**config.mk**
```make
export PLATFORM = sky130hd
export DESIGN_NAME = imem_program_loader_flat
export DESIGN_NICKNAME = d
export VERILOG_FILES = /design/src/rtl/imem_program_loader_if.sv /design/src/rtl/imem_program_loader.sv /design/src/flat_wrapper.sv
export SDC_FILE = /design/constraint.sdc
export NUM_CORES = 1
export LEC_CHECK = 0
export ABC_AREA = 1
export CAP_MARGIN = 0
export CORE_MARGIN = 2
export CORE_UTILIZATION = 49
export DETAILED_ROUTE_END_ITERATION = 8
export GPL_ROUTABILITY_DRIVEN = 0
export PLACE_DENSITY = 0.68
export REMOVE_ABC_BUFFERS = 1
export SETUP_SLACK_MARGIN = 0.15
export SKIP_LAST_GASP = 1
export SLEW_MARGIN = 20
export SYNTH_ARGS = -nofsm -noshare
export SYNTH_HDL_FRONTEND = slang
export SYNTH_SLANG_ARGS = --single-unit
```
**constraint.sdc**
```tcl
create_clock -name clk -period 3.9 [get_ports clk]
set_input_delay 0.585 -clock clk [delete_from_list [all_inputs] [get_ports clk]]
set_output_delay 0.585 -clock clk [all_outputs]
set_load 0.01 [all_outputs]
```
**src/rtl/imem_program_loader_if.sv**
```systemverilog
// Host byte stream (v/stall) and instruction-memory A/W/D write port of the program loader.
// The host drives v_i/byte_i and observes stall_o; the loader drives the memory write pins.
interface imem_program_loader_if #(
    parameter int unsigned WORD = 32,
    parameter int unsigned ADDR = 16
) ();
    logic            v_i;
    logic [7:0]      byte_i;
    logic            stall_o;
    logic [ADDR-1:0] mem_a_o;
    logic            mem_w_o;
    logic [WORD-1:0] mem_d_o;

    modport master (
        output v_i,
        output byte_i,
        input  stall_o,
        input  mem_a_o,
        input  mem_w_o,
        input  mem_d_o
    );

    modport slave (
        input  v_i,
        input  byte_i,
        output stall_o,
        output mem_a_o,
        output mem_w_o,
        output mem_d_o
    );
endinterface

```
**src/rtl/imem_program_loader.sv**
```systemverilog
// Loads a length-prefixed big-endian program into instruction memory over a v/stall byte stream,
// holding the core in reset until the last word has been written.
module imem_program_loader #(
    parameter int unsigned WORD      = 32,
    parameter int unsigned ADDR      = 16,
    parameter int unsigned MAX_WORDS = 4096
) (
    input  logic                  clk,
    input  logic                  reset,
    imem_program_loader_if.slave  bus,
    output logic                  core_reset_o,
    output logic                  busy_o,
    output logic                  done_o,
    output logic                  err_o
);
    typedef enum logic [1:0] {StHdr, StLoad, StDone, StErr} state_e;

    state_e          state_q, state_d;
    logic [1:0]      byte_cnt_q, byte_cnt_d;
    logic [23:0]     shift_q, shift_d;
    logic [31:0]     len_q, len_d;
    logic [31:0]     word_cnt_q, word_cnt_d;
    logic [31:0]     word_cnt_inc;
    logic [31:0]     assembled;
    logic [ADDR-1:0] mem_a_q, mem_a_d;
    logic            mem_w_q, mem_w_d;
    logic [WORD-1:0] mem_d_q, mem_d_d;
    logic            core_rel_q, core_rel_d;
    logic            accept;

    assign bus.stall_o  = !reset || (state_q == StDone) || (state_q == StErr);
    assign accept       = bus.v_i && !bus.stall_o;
    assign assembled    = {shift_q, bus.byte_i};
    assign word_cnt_inc = word_cnt_q + 32'd1;

    assign bus.mem_a_o  = mem_a_q;
    assign bus.mem_w_o  = mem_w_q;
    assign bus.mem_d_o  = mem_d_q;
    assign core_reset_o = core_rel_q;
    assign busy_o       = (state_q == StLoad) || ((state_q == StHdr) && (byte_cnt_q != 2'd0));
    assign done_o       = (state_q == StDone);
    assign err_o        = (state_q == StErr);

    always_comb begin
        state_d    = state_q;
        byte_cnt_d = byte_cnt_q;
        shift_d    = shift_q;
        len_d      = len_q;
        word_cnt_d = word_cnt_q;
        mem_a_d    = mem_a_q;
        mem_d_d    = mem_d_q;
        mem_w_d    = 1'b0;
        // Release lags DONE by one edge so it follows the final write pulse.
        core_rel_d = (state_q == StDone);

        if (accept) begin
            byte_cnt_d = byte_cnt_q + 2'd1;
            shift_d    = assembled[23:0];
            if (byte_cnt_q == 2'd3) begin
                case (state_q)
                    StHdr: begin
                        len_d      = assembled;
                        word_cnt_d = 32'd0;
                        if (assembled == 32'd0) begin
                            state_d = StDone;
                        end else if (assembled > MAX_WORDS) begin
                            state_d = StErr;
                        end else begin
                            state_d = StLoad;
                        end
                    end
                    StLoad: begin
                        mem_w_d    = 1'b1;
                        mem_a_d    = word_cnt_q[ADDR-1:0];
                        mem_d_d    = assembled;
                        word_cnt_d = word_cnt_inc;
                        if (word_cnt_inc == len_q) begin
                            state_d = StDone;
                        end
                    end
                    default: ;
                endcase
            end
        end
    end

    always_ff @(posedge clk) begin
        if (!reset) begin
            state_q    <= StHdr;
            byte_cnt_q <= 2'd0;
            shift_q    <= 24'd0;
            len_q      <= 32'd0;
            word_cnt_q <= 32'd0;
            mem_a_q    <= '0;
            mem_w_q    <= 1'b0;
            mem_d_q    <= '0;
            core_rel_q <= 1'b0;
        end else begin
            state_q    <= state_d;
            byte_cnt_q <= byte_cnt_d;
            shift_q    <= shift_d;
            len_q      <= len_d;
            word_cnt_q <= word_cnt_d;
            mem_a_q    <= mem_a_d;
            mem_w_q    <= mem_w_d;
            mem_d_q    <= mem_d_d;
            core_rel_q <= core_rel_d;
        end
    end
endmodule

```
**src/flat_wrapper.sv**
```systemverilog
// flat-port wrapper written by rule: the top's interface ports become plain ports
module imem_program_loader_flat 
#(
    parameter int unsigned WORD      = 32,
    parameter int unsigned ADDR      = 16,
    parameter int unsigned MAX_WORDS = 4096
)
  (clk, reset, core_reset_o, busy_o, done_o, err_o, bus_v_i, bus_byte_i, bus_stall_o, bus_mem_a_o, bus_mem_w_o, bus_mem_d_o);
  imem_program_loader_if #(.WORD(WORD), .ADDR(ADDR)) bus_i ();
  input  logic clk;
  input  logic reset;
  output logic core_reset_o;
  output logic busy_o;
  output logic done_o;
  output logic err_o;
  input wire logic [$bits(bus_i.v_i)-1:0] bus_v_i;
  input wire logic [$bits(bus_i.byte_i)-1:0] bus_byte_i;
  output wire logic [$bits(bus_i.stall_o)-1:0] bus_stall_o;
  output wire logic [$bits(bus_i.mem_a_o)-1:0] bus_mem_a_o;
  output wire logic [$bits(bus_i.mem_w_o)-1:0] bus_mem_w_o;
  output wire logic [$bits(bus_i.mem_d_o)-1:0] bus_mem_d_o;
  assign bus_i.v_i = bus_v_i;
  assign bus_i.byte_i = bus_byte_i;
  assign bus_stall_o = bus_i.stall_o;
  assign bus_mem_a_o = bus_i.mem_a_o;
  assign bus_mem_w_o = bus_i.mem_w_o;
  assign bus_mem_d_o = bus_i.mem_d_o;
  imem_program_loader #(.WORD(WORD), .ADDR(ADDR), .MAX_WORDS(MAX_WORDS)) u_core (.clk(clk), .reset(reset), .bus(bus_i), .core_reset_o(core_reset_o), .busy_o(busy_o), .done_o(done_o), .err_o(err_o));
endmodule
```
# == Word level (Yosys, flattened, before mapping) ==
# Cells that the tools add are included.
# totals
wordCells,40
input_bits,11
register_bits,142
# classes
n_lt_le_gt_ge,1
add_sub_neg,2
mux,6
n_eq_ne,6
reduce_logical,16
# ops
cell,count
one-hot mux 32 bit (2 select lines),1
adder 32 x 1 -> 32 bit (second input constant),1
== test 32 bit,1
> comparator 32 x 13 -> 1 bit (second input constant),1
zero test 32 bit,1
AND reduction 3 bit,4
== test 2 bit (second input constant),3
two-way mux 2 bit,3
one-hot mux 2 bit (2 select lines),1
AND reduction 4 bit,1
nonzero test 2 bit,2
logical OR 1 bit,3
adder 2 x 1 -> 2 bit (second input constant),1
== test 2 x 1 -> 1 bit (second input constant),1
logical AND 1 bit,2
zero test 1 bit,2
zero test 2 bit,1
inequality test 2 bit (second input constant),1
two-way mux 1 bit,1

# == Longest topological paths before layout ==
# Gate-level depths: netlist of the first run.
# depth
word_depth,6
mapped_depth,18

# == Worst setup path before layout of the first run ==
# No wires, ideal clock.
# synth_timing
kind,reg2reg
startpoint,register u_core.word_cnt_q[0]
endpoint,register u_core.state_q[0]
stages_incl_launch_ff,18
slack_ns,1.966
arrival_time_ns,1.866
period_less_slack_ns,1.934
path_buffers,0
cell_sequence,dfxtp_1 > ha_1 > nand2_2 > nor2_4 > nand2_2 > nor2_4 > nand2_1 > nand2_1 > nand2_1 > nand2_1 > nand2_1 > nor2_1 > nand2_1 > nor2_1 > nand3_1 > nand2_1 > nand2_1 > a21oi_2
# synth_between
elab_chain_len,4
# synth_lines
item,line,source
from (decl),imem_program_loader.sv:22,"logic [31:0] word_cnt_q, word_cnt_d;"
from (signal assigned),imem_program_loader.sv:103,word_cnt_q <= word_cnt_d;
adder 32 x 1 -> 32 bit,imem_program_loader.sv:34,assign word_cnt_inc = word_cnt_q + 32'd1;
== test 32 bit,imem_program_loader.sv:77,if (word_cnt_inc == len_q) begin
inequality test 2 bit (no source line),n/a,
AND reduction 4 bit (no source line),n/a,
to (signal assigned),imem_program_loader.sv:89,state_q <= StHdr;
to (signal assigned),imem_program_loader.sv:99,state_q <= state_d;
to (decl),imem_program_loader.sv:18,"state_e state_q, state_d;"
# No other way between the ends.
# A chain may end at the register's enable or synchronous reset.

# == Worst setup path in the final report of the first run ==
# layout_timing
startpoint,register u_core.state_q[0]
endpoint,register u_core.mem_d_q[27] (netlist: u_core.bus.mem_d_o[27])
# layout_between
elab_chain_len,6
# layout_lines
item,line,source
== test 2 bit,imem_program_loader.sv:31,assign bus.stall_o = !reset || (state_q == StDone) || (state_q == StErr);
logical OR 1 bit (2 in series),imem_program_loader.sv:31,
zero test 1 bit,imem_program_loader.sv:32,assign accept = bus.v_i && !bus.stall_o;
logical AND 1 bit,imem_program_loader.sv:32,
AND reduction 3 bit (no source line) *,n/a,
to (signal assigned),imem_program_loader.sv:106,mem_d_q <= mem_d_d;
to (decl),imem_program_loader.sv:27,"logic [WORD-1:0] mem_d_q, mem_d_d;"
# Every way passes the cells marked *; elsewhere a longest branch is shown, timed or not.

==> key figures, run 1 <==
Outcome
  • Outcome: finished, final reports clean

Power
  • Power Dens Cells: 421.5 mW/mm²
  • Peak supply drop: 0.0003266 V
  • Leakage power: 3.046 nW

Worst setup path
  • Cell Chain, Critical Path: inv_1 -> nand2_1 -> nand4_2 -> nor2_1 -> inv_2 -> nor2_4 -> buf_4 -> o21ai_0 -> a21oi_1
  • Setup crit start kind: flop
  • Crit path arrival time: 2920 ps
  • Crit. End Element: flop
  • CP max-delay cell: buf_4
  • R2r startpoint: u_core.state_q[0]
  • Worst path max stage delay: 720 ps
  • Worst EP required: 4250 ps
  • Crit path kind: flop to flop
  • Max FO, Critical Path: 103
  • Crit path launch: u_core.state_q[0]

Die
  • IO Pins: 65
  • Total Die Area: 0.01430 mm²
  • Rows: 42
  • Initial Utilization: 49.82%
  • CORE AREA: 0.01314 mm²
  • Die Height: 119.6 µm
  • Die Width: 119.6 µm

Timing
  • Crit share post-route: 65.80%
  • RSZ-0062 raised after global routing: false
  • Slew HR: 37.02%
  • Fin crit period: 2566 ps
  • Final Setup Violations: 0
  • Slew @ Worst Pin: 944.7 ps
  • Worst Clk Skew: 5.444 ps
  • Final WS setup: 1334 ps
  • Final hold slack: 480.7 ps
  • Final Hold Fails: 0
  • Final Slew Violations: 0
  • FMAX: 389.7 MHz

Detailed routing
  • Via count: 6139
  • DR iter-0 viols: 440
  • Routed wire length per instance: 14.87 µm
  • Pre-Repair DR Iteration Count: 7
  • DRC viols: 0
  • Vias per cell: 5.376
  • Routed wire length: 16980 µm
  • Detail Route Antenna Nets: 0

Synth
  • #FFs+latches synth: 142
  • Main synth FF type: dfxtp_1
  • Post-Synthesis Cell Area: 0.006545 mm²
  • Count of cell types in the netlist: 39
  • EDFF count, synth: 0
  • Mapped Cells: 909
  • Ys async rst share: 0%
  • Post-synthesis sequential area ratio: 43.43%
  • Syn. warnings: 0
  • Avg Inst Size Synth: 7.200 µm²

Global route
  • Global-route wire length before repair: 27860 µm
  • Number of global-route vias before repair: 5457
  • Initial antenna violation count: 0
  • GRT Util Overall: 24.63%
  • Total gr overflow: 0
  • Largest net degree at the start of global routing: 107

Clock tree
  • H-tree levels: 4
  • Hold_buf cts: 0
  • Max clock buf depth: 2
  • Reg clk slew, reported paths: 60 ps
  • Total CTS buffers: 17
  • CTS tree: done
  • Worst-Skew Late Latency: 420 ps
  • Post-CTS Setup Inserts: 0
  • CTS Root Cell: clkbuf_16
  • Clock Sinks: 142
  • Post-CTS Resized: 0

Placed design
  • Post-DP HPWL: 11500 µm
  • Placed inst area: 0.007276 mm²
  • Pre-CTS setup slack: 973.5 ps
  • Port bufs: 64
  • Placed cell count: 1110

Finish
  • Final instance area: 0.007905 mm²
  • Area delta synth->final: 20.78%
  • Share of cells above drive strength 1: 6.522%
  • Final #Nets: 967
  • Fillers: 1245
  • Finished Layout Cells: 1142
  • N_diodes: 0

Flow run
  • Max-Cap Viols: 0

Worst hold path
  • Hold_sp: u_core.byte_cnt_q[1]
  • Worst min path class: flop to flop
==> placed cells by master (no fill, tap or decap), types with 3 or more instances in the layout <==
cell	instances
a32o_1	7
buf_4	7
a21oi_1	108
xor2_1	7
clkinvlp_4	3
nand2_2	6
o32ai_1	8
clkbuf_16	17
o31ai_1	4
bufinv_16	3
nand2_1	170
inv_2	4
inv_6	3
nand3_1	62
dfxtp_1	142
clkinv_4	3
nor2_1	69
ha_1	3
nor4_1	5
clkdlybuf4s50_1	63
nand3b_1	9
nor2_4	8
inv_1	100
nand4_1	13
o21ai_0	114
==> logic make-up (layout without fill, tap and decap cells) <==
| group | Yosys count | count (layout) | synth area share, % |
|---|---|---|---|
| compound gates | 252 | 252 | 20.80 |
| xor+xnor | 12 | 12 | 2.275 |
| simple gates | 350 | 350 | 24.07 |
| buf+inv | 150 | 207 | 8.851 |
| fa+ha+maj | 3 | 3 | 0.5736 |
| flops | 142 | 142 | 43.43 |
==> registers in the layout, indices dropped and copies added (netlist names) <==
signal,flops
u_core.byte_cnt_q,2
u_core.word_cnt_q,32
u_core.bus.mem_a_o,16
u_core.bus.mem_w_o,1
u_core.bus.mem_d_o,32
u_core.len_q,32
u_core.state_q,2
u_core.core_reset_o,1
u_core.shift_q,24
==> power by group <==
part | internal, mW | switching, mW | leakage [nW]
Combinational | 0.0414 | 0.0800 | 1.60
Clock | 1.05 | 0.669 | 0.299
Sequential | 1.47 | 0.0160 | 1.15
==> metrics by stage <==
stage          utilization [%]  power, mW  TNS, ps
6_report                 60.17      3.332        0
2_1_floorplan                -      1.580   -99260
5_1_grt                  60.17      3.426        0
3_5_place_dp             55.38      1.642        0
4_1_cts                  60.17      3.348        0
3_3_place_gp             55.38      1.641        0
==> synthesized netlist by cell type, types with 3 or more instances <==
library cell | count | area (µm²)
nand4_1 | 13 | 81.33
o32ai_1 | 8 | 70.07
inv_1 | 100 | 375.4
nand3_1 | 62 | 310.3
buf_2 | 10 | 50.05
o31ai_1 | 4 | 30.03
a32o_1 | 7 | 70.07
clkbuf_1 | 32 | 120.1
nand3b_1 | 9 | 67.56
ha_1 | 3 | 37.54
o21ai_0 | 114 | 570.6
nor2_1 | 70 | 262.8
nand2_2 | 6 | 37.54
inv_2 | 4 | 15.01
nor4_1 | 5 | 31.28
a21oi_1 | 108 | 540.5
nor2_4 | 6 | 67.56
nand2_1 | 170 | 638.1
dfxtp_1 | 142 | 2843
xor2_1 | 7 | 61.31
==> worst max-delay path: cells and delay by family, from the launching register on <==
| kind | cells | cell delay (ps) |
|---|---|---|
| and+or+nand+nor | 4 | 550 |
| buffers and inverters | 3 | 1110 |
| DFF | 1 | 430 |
| AOI/OAI and AO/OA | 2 | 320 |
==> final timing paths <==
kind                       endpoint  slack, ps  cells past startpoint
max          u_core.bus.mem_d_o[27]       1330                      9
min            u_core.byte_cnt_q[1]        480                      2
max reg2reg  u_core.bus.mem_d_o[27]       1330                      9
min reg2reg    u_core.byte_cnt_q[1]        480                      2
==> final cells by class <==
class	count	area, µm²	area share (%)
sequential	142	2843	35.96
multi-input combinational	617	3136	39.66
clock buffer	19	452.9	5.730
clock inverter	13	176.4	2.232
timing repair buffer	70	683.2	8.642
inverter	105	394.1	4.986
tap	176	220.2	2.786
==> routing by layer <==
metal / GRT usage, % / wire length, µm
met2: 37.21 / 7589
met1: 35.93 / 8145
met5: 0 / 0
met3: 4.943 / 1011
met4: 6.544 / 234
No activity file was read; power rests on OpenSTA's default activity.
==> inputs of run 2 (changes only) <==
Settings changed: PLACE_DENSITY 0.68 to 0.71.
Clock period 3.9 ns to 2.3 ns, I/O delays scaled along.
==> run 2 against run 1 <==
  * Power increased by 61%
  * Setup slack got worse by 1200 ps
  * Die area unchanged
  * Count of clock-buffer cells in the layout increased by 1
  * Sequential share of layout area decreased by 1.7 points
  * Cell area increased by 5.7%
  * Flip-flop and latch count unchanged
  * Global-route usage increased by 0.53 points
  * Highest routed layer unchanged
==> key figures, run 2 (same netlist as run 1, synthesis figures left out) <==
Timing
  • Final Hold Fails: 0 (unchanged)
  • RSZ-0062 raised after global routing: true
  • FMAX: 459.3 MHz (+18%)
  • Final Slew Violations: 0 (unchanged)
  • Fin crit period: 2177 ps (-389.0 ps)
  • Slew HR: 70.09% (+33 points)
  • Crit share post-route: 94.67% (+29 points)
  • Worst Clk Skew: 11.22 ps (+5.777 ps)
  • Slew @ Worst Pin: 448.6 ps (-496.1 ps)
  • Setup TNS Final: 0 ps (unchanged)
  • Final Setup Violations: 0 (unchanged)
  • Final WS setup: 122.6 ps (-1211 ps)

Die
  • Total Die Area: 0.01430 mm² (unchanged)
  • CORE AREA: 0.01314 mm² (unchanged)
  • IO Pins: 65 (unchanged)
  • Rows: 42 (unchanged)
  • Die Width: 119.6 µm (unchanged)
  • Initial Utilization: 49.82% (unchanged)
  • Die Height: 119.6 µm (unchanged)

Worst setup path
  • R2r startpoint: u_core.word_cnt_q[0]
  • Crit path kind: flop to flop
  • Crit. End Element: flop
  • Crit path arrival time: 2540 ps (-380 ps)
  • Setup crit start kind: flop
  • FF-to-FF setup slack: 120 ps (-1210 ps)
  • Worst EP required: 2660 ps (-1590 ps)
  • Max FO, Critical Path: 4 (-96%)
  • Worst r2r dst: u_core.state_q[0]
  • Register-to-Register Path Depth: 16 (+7)

Clock tree
  • Total CTS buffers: 17 (unchanged)
  • CTS Root Cell: clkbuf_16
  • H-tree levels: 4 (unchanged)
  • Clock Sinks: 142 (unchanged)
  • Worst-Skew Late Latency: 430 ps (about the same)
  • Hold_buf cts: 0 (unchanged)
  • CTS tree: done
  • Reg clk slew, reported paths: 60 ps (about the same)
  • Max clock buf depth: 2 (unchanged)

Outcome
  • Outcome: finished, final reports clean

Detailed routing
  • DR iter-0 viols: 533 (+21%)
  • Met3 WL post-DR: 1081 µm (+6.9%)
  • Via count: 6375 (+3.8%)
  • Routed wire length per instance: 15.27 µm (+2.7%)
  • Met1 WL: 8266 µm (+1.5%)
  • Detail Route Antenna Nets: 0 (unchanged)
  • Vias per cell: 5.407 (+0.59%)
  • WL met2: 8391 µm (+11%)
  • Pre-Repair DR Iteration Count: 5 (-2)
  • Max Used Layer: met4
  • Routed wire length: 18000 µm (+6.0%)
  • DRC viols: 0 (unchanged)

Finish
  • Area delta synth->final: 27.64%
  • Share of cells above drive strength 1: 14.36% (+7.8 points)
  • N_diodes: 0 (unchanged)
  • Commonest non-fill, non-tap cell in the layout: nand2_1
  • Fillers: 1188 (-4.6%)
  • Most frequent cells in the layout: nand2_1 (161), dfxtp_1 (131), o21ai_0 (114)
  • Final #Nets: 1004 (+3.8%)

Global route
  • Initial antenna violation count: 0 (unchanged)
  • Largest net degree at the start of global routing: 109 (+1.9%)
  • Global-route wire length before repair: 28430 µm (+2.1%)
  • Number of global-route vias before repair: 5707 (+4.6%)
  • GRT Util Overall: 25.16% (+0.53 points)
  • Total gr overflow: 0 (unchanged)

Power
  • Power Dens Cells: 642.2 mW/mm² (+52%)
  • Leakage power: 3.258 nW (+7.0%)
  • Peak supply drop: 0.0005349 V (+64%)

Worst hold path
  • Hold Path Depth: 2 (unchanged)
  • Hold_sp: reset
  • Worst min path class: primary input to flop
  • Hold endpoint: u_core.word_cnt_q[0]

Flow run
  • Max-Cap Viols: 0 (unchanged)

Placed design
  • Pre-CTS setup slack: 39.02 ps (-934.5 ps)
  • Port bufs: 64 (unchanged)
  • Post-DP HPWL: 12330 µm (+7.2%)
[run 2: changes by cell type in the layout (fill, tap and decap cells not counted), sizes merged]
cell / change
inv: -3
bufinv: -2
clkbuf: +1
clkinv: +4
buf: +37
[run 2: worst max-delay path by stage]
| stage | start | to | slack (ps) | depth (start not counted) |
|---|---|---|---|---|
| after floorplan | u_core.state_q[0] | u_core.bus.mem_a_o[0] | -3260 | 9 |
| after global placement | bus_v_i | u_core.state_q[0] | 70 | 13 |
| after detailed placement | bus_v_i | u_core.bus.mem_a_o[9] | 40 | 8 |
| after CTS | u_core.word_cnt_q[1] | u_core.state_q[0] | 150 | 18 |
| after global routing | u_core.word_cnt_q[0] | u_core.state_q[0] | -80 | 16 |
| final | u_core.word_cnt_q[0] | u_core.state_q[0] | 120 | 16 |
[run 2: timing repair]
action / CTS / global route
gates resized for setup: 19 / 41
pin swaps: 11 / 24
endpoints found under the hold margin: 0 / 0
setup buffers: 2 / 5
setup endpoints to repair: 35 / 26
[run 2: power breakdown]
| part | leakage, nW | switching, mW | internal (mW) |
|---|---|---|---|
| sequential | 1.15 | 0.0289 | 2.50 |
| combinational | 1.84 | 0.139 | 0.0739 |
| clock | 0.267 | 1.11 | 1.52 |
| total | 3.26 | 1.27 | 4.09 |
[run 2: layout make-up]
cell class	instances	area, µm²	area share [%]
clock buffer	20	446.7	5.347
clock inverter	12	115.1	1.378
inverter	105	394.1	4.718
multi-input combinational	617	3293	39.42
sequential	142	2859	34.22
tap	176	220.2	2.636
timing repair buffer	107	1026	12.28
[run 2: worst max-delay path: stages (launching register included)]
cell and delay (ps):
dfxtp_2 350, ha_4 160, nand2_4 60, nor2_4 170, buf_6 150, nand3_1 150
nand3_1 130, nand2_1 70, nor2_2 120, nand2_1 60, nor2_1 100, nand2_1 70
nor2_2 140, nand3_2 120, nand2_2 80, nand2_1 60, a21oi_2 120
[run 2: per-stage QoR]
stage,util [%],std cells,power [mW],cell area (µm²),hold WS [ps]
2_1_floorplan,-,864,2.679,6360,450.6
3_3_place_gp,57.38,1140,2.784,7538,467.4
3_5_place_dp,57.38,1140,2.787,7538,474.6
4_1_cts,62.21,1174,5.381,8173,259.9
5_1_grt,63.59,1179,5.523,8354,255.4
6_report,63.59,1179,5.365,8354,264.1
[run 2: layer usage]
layer  GRT usage, %  vias up
met5              0        -
met4          7.868        0
met2          39.21      210
li1               -     3195
met1          35.15     2946
met3          5.133       24
==> inputs of run 3 (changes only) <==
Settings changed: ABC_AREA 1 to default, PLACE_DENSITY 0.71 to 0.68.
Clock period 2.3 ns to 2.45 ns, I/O delays scaled along.
==> run 3 against run 2 <==
  * The run now ends with setup timing left
  * Via count rose by 1.6%
  * Setup slack lost 190 ps
  * Non-clock buffer count grew 70
  * Highest routed layer unchanged
==> key figures, run 3 <==
Outcome
  • Outcome: complete, but fails checks
  • Failing checks: setup timing

Worst setup path
  • Delay-heaviest family, CP: simple AND/OR/NAND/NOR gates
  • FF-to-FF setup slack: -70 ps (-190 ps)
  • WP buf/inv: 1 (unchanged)
  • Worst EP required: 2770 ps (+110 ps)
  • Worst r2r dst: u_core.state_q[0]
  • Max FO, Critical Path: 5 (+1)
  • Cell Chain, Critical Path: ha_4 -> nand3_4 -> nor4_4 -> buf_4 -> nand4_1 -> a2111o_1 -> nor4_4 -> a41oi_1 -> o21a_1
  • CP max-delay cell: a2111o_1
  • Crit path arrival time: 2840 ps (+300 ps)
  • R2r startpoint: u_core.word_cnt_q[0]
  • Crit. End Element: flop
  • Crit path kind: flop to flop
  • Worst path max stage delay: 440 ps (+90 ps)
  • Setup crit start kind: flop
  • Worst path most repeated cell: nor4_4
  • Register-to-Register Path Depth: 9 (-7)

Synth
  • Top post-synthesis cells by area: dfxtp_1 (42%), nand2_1 (14%), a21boi_0 (12%)
  • EDFF count, synth: 0 (unchanged)
  • Count of cell types in the netlist: 55 (+41%)
  • #FFs+latches synth: 142 (unchanged)
  • Post-Synthesis Cell Area: 0.006744 mm² (+3.0%)
  • Mapped Cells: 846 (-6.9%)
  • Main synth FF type: dfxtp_1
  • Synth top cells by count: nand2_1 (248), dfxtp_1 (142), a21boi_0 (106)
  • Post-synthesis sequential area ratio: 42.15% (-1.3 points)
  • Synth area leader: dfxtp_1
  • Ys async rst share: 0% (unchanged)
  • Avg Inst Size Synth: 7.972 µm² (+11%)
  • Count leader, synth: nand2_1
  • Syn. warnings: 0 (unchanged)
  • Share of the synthesized area in the top cell type: 42.15% (-1.3 points)

Power
  • Seq pwr share: 46.6% (-0.5 points)
  • Psw: 1.090 mW (-14%)
  • Clock network power share: 50.5% (+1.5 points)
  • Peak supply drop: 0.0004049 V (-24%)
  • Leakage power: 3.245 nW (-0.41%)
  • Switch share: 21.71% (-2.0 points)
  • Pint: 3.930 mW (-3.9%)
  • Gate power share: 3.0% (-1.0 points)
  • Power Dens Cells: 560.1 mW/mm² (-13%)

Detailed routing
  • DRC viols: 0 (unchanged)
  • Routed wire length: 18860 µm (+4.8%)
  • DR iter-0 viols: 456 (-14%)
  • Routed wire length per instance: 16.12 µm (+5.6%)
  • Vias per cell: 5.538 (+2.4%)
  • Via count: 6480 (+1.6%)
  • Pre-Repair DR Iteration Count: 5 (unchanged)
  • Detail Route Antenna Nets: 0 (unchanged)

Die
  • IO Pins: 65 (unchanged)
  • CORE AREA: 0.01335 mm² (+1.6%)
  • Total Die Area: 0.01472 mm² (+2.9%)
  • Rows: 42 (unchanged)
  • Die Width: 121.3 µm (+1.5%)
  • Initial Utilization: 50.52% (+0.71 points)
  • Die Height: 121.3 µm (+1.5%)

Finish
  • Final instance area: 0.008962 mm² (+7.3%)
  • Most frequent cells in the layout: nand2_1 (247), dfxtp_1 (136), buf_4 (107)
  • N_diodes: 0 (unchanged)
  • Commonest non-fill, non-tap cell in the layout: nand2_1
  • Fillers: 1090 (-8.2%)
  • Final #Nets: 996 (-0.80%)
  • Share of cells above drive strength 1: 17.71% (+3.3 points)
  • Final Core Density: 67.14% (+3.6 points)
  • Area delta synth->final: 32.89%
  • Finished Layout Cells: 1170 (-0.76%)

Clock tree
  • H-tree levels: 4 (unchanged)
  • CTS Root Cell: clkbuf_16
  • Clock Sinks: 142 (unchanged)
  • CTS tree: done
  • Reg clk slew, reported paths: 60 ps (about the same)
  • Total CTS buffers: 17 (unchanged)
  • Hold_buf cts: 0 (unchanged)
  • Worst-Skew Late Latency: 430 ps (about the same)
  • Max clock buf depth: 2 (unchanged)

Placed design
  • Post-DP HPWL: 12740 µm (+3.3%)
  • Placed cell count: 1128 (-1.1%)
  • Placed inst area: 0.008167 mm² (+8.3%)
  • Port bufs: 64 (unchanged)
  • Pre-CTS setup slack: -396.3 ps (-435.3 ps)

Global route
  • GRT Util Overall: 26.39% (+1.2 points)
  • Total gr overflow: 0 (unchanged)
  • Number of global-route vias before repair: 6198 (+8.6%)
  • Global-route wire length before repair: 30660 µm (+7.8%)
  • Initial antenna violation count: 0 (unchanged)
  • Largest net degree at the start of global routing: 119 (+9.2%)

Timing
  • Final WS setup: -69.73 ps (-192.4 ps)
  • Fin crit period: 2520 ps (+342.4 ps)
  • Worst Clk Skew: 6.493 ps (-4.728 ps)
  • Slew @ Worst Pin: 939.7 ps (+491.1 ps)
  • Final Hold Fails: 0 (unchanged)
  • Crit share post-route: 102.8% (+8.2 points)
  • Final Slew Violations: 0 (unchanged)
  • Final Setup Violations: 1 (+1)
  • FMAX: 396.9 MHz (-14%)
  • Slew HR: 37.35% (-33 points)
  • RSZ-0062 raised after global routing: true

Worst hold path
  • Hold_sp: reset
  • Worst min path class: primary input to flop
  • Hold Path Depth: 3 (+1)
  • Hold endpoint: u_core.len_q[2]

Flow run
  • Max-Cap Viols: 0 (unchanged)
==> run 3: cell types whose count changed after synthesis, moves of 14 or more <==
cell | previous run | this run
nand3_1 | 62 | 15
a21boi_0 | 0 | 106
clkbuf_1 | 32 | 46
o21ai_0 | 114 | 43
nor2_1 | 70 | 21
inv_1 | 100 | 10
nand2_1 | 170 | 248
a21oi_1 | 108 | 24
xnor2_1 | 2 | 36
==> run 3: tightest hold or removal path, stage by stage <==
cell,delay (ps)
buf_2,120
buf_4,130
a21boi_0,110
==> run 3: routing by layer <==
layer / track usage (%) / part of all wire (%) / up-vias
li1: - / - / 3157
met1: 34.29 / 44 / 3059
met2: 43.08 / 47 / 223
met3: 4.981 / 6.4 / 41
met4: 10.85 / 2.4 / 0
met5: 0 / 0 / -
==> run 3: how the worst max path moves through the flow <==
stage	cells after the start	slack [ps]	end	from
floorplan	7	-2780	u_core.word_cnt_q[8]	u_core.state_q[1]
global placement	10	-460	u_core.state_q[0]	bus_v_i
detailed placement	11	-400	u_core.state_q[0]	u_core.word_cnt_q[0]
CTS	10	1	u_core.state_q[0]	u_core.word_cnt_q[0]
global route	11	-140	u_core.state_q[0]	u_core.word_cnt_q[0]
finish	9	-70	u_core.state_q[0]	u_core.word_cnt_q[0]
==> run 3: timing repair <==
action                     in CTS  in global routing
pin swaps                      19                 15
setup endpoints to repair       2                  3
setup buffers                   3                  8
resized for setup              27                  4
==> run 3: cell type report <==
| type | count | area (µm²) | share of cell area, % |
|---|---|---|---|
| clock buffers | 21 | 460.4 | 5.138 |
| clock inverters | 10 | 115.1 | 1.284 |
| inverters | 10 | 37.54 | 0.4188 |
| multi-input cells | 634 | 3746 | 41.80 |
| flip-flops and latches | 142 | 2850 | 31.80 |
| well taps | 176 | 220.2 | 2.457 |
| repair buffers | 177 | 1533 | 17.10 |
==> run 3: power by group through the flow <==
stage / clock [mW] / combinational (mW) / sequential [mW]
2_1_floorplan: 0 / 0.0684 / 2.38
3_3_place_gp: 0 / 0.148 / 2.39
3_5_place_dp: 0 / 0.149 / 2.39
4_1_cts: 2.56 / 0.150 / 2.34
5_1_grt: 2.67 / 0.164 / 2.34
6_report: 2.53 / 0.149 / 2.34
==> run 3: kinds of logic (layout without fill, tap and decap cells) <==
family                   count (synthesis)  after routing  share of synthesized area (%)
AO/OA/AOI/OAI                          205            205                          20.48
XOR/XNOR                                50             50                          6.494
adder cells (fa/ha/maj)                  3              3                         0.5566
buffers and inverters                   70            218                          4.175
flip-flops                             142            142                          42.15
multiplexers                             2              2                         0.2969
AND/OR/NAND/NOR                        374            374                          25.84
==> run 3: through the flow <==
stage	setup TNS, ps	hold slack (ps)	power (mW)
after CTS	0	357.0	5.047
after detailed placement	-687.2	459.2	2.536
after floorplan	-207080	451.4	2.449
final	-69.73	367.2	5.020
after global routing	-202.3	357.1	5.177
after global placement	-801.8	452.9	2.535
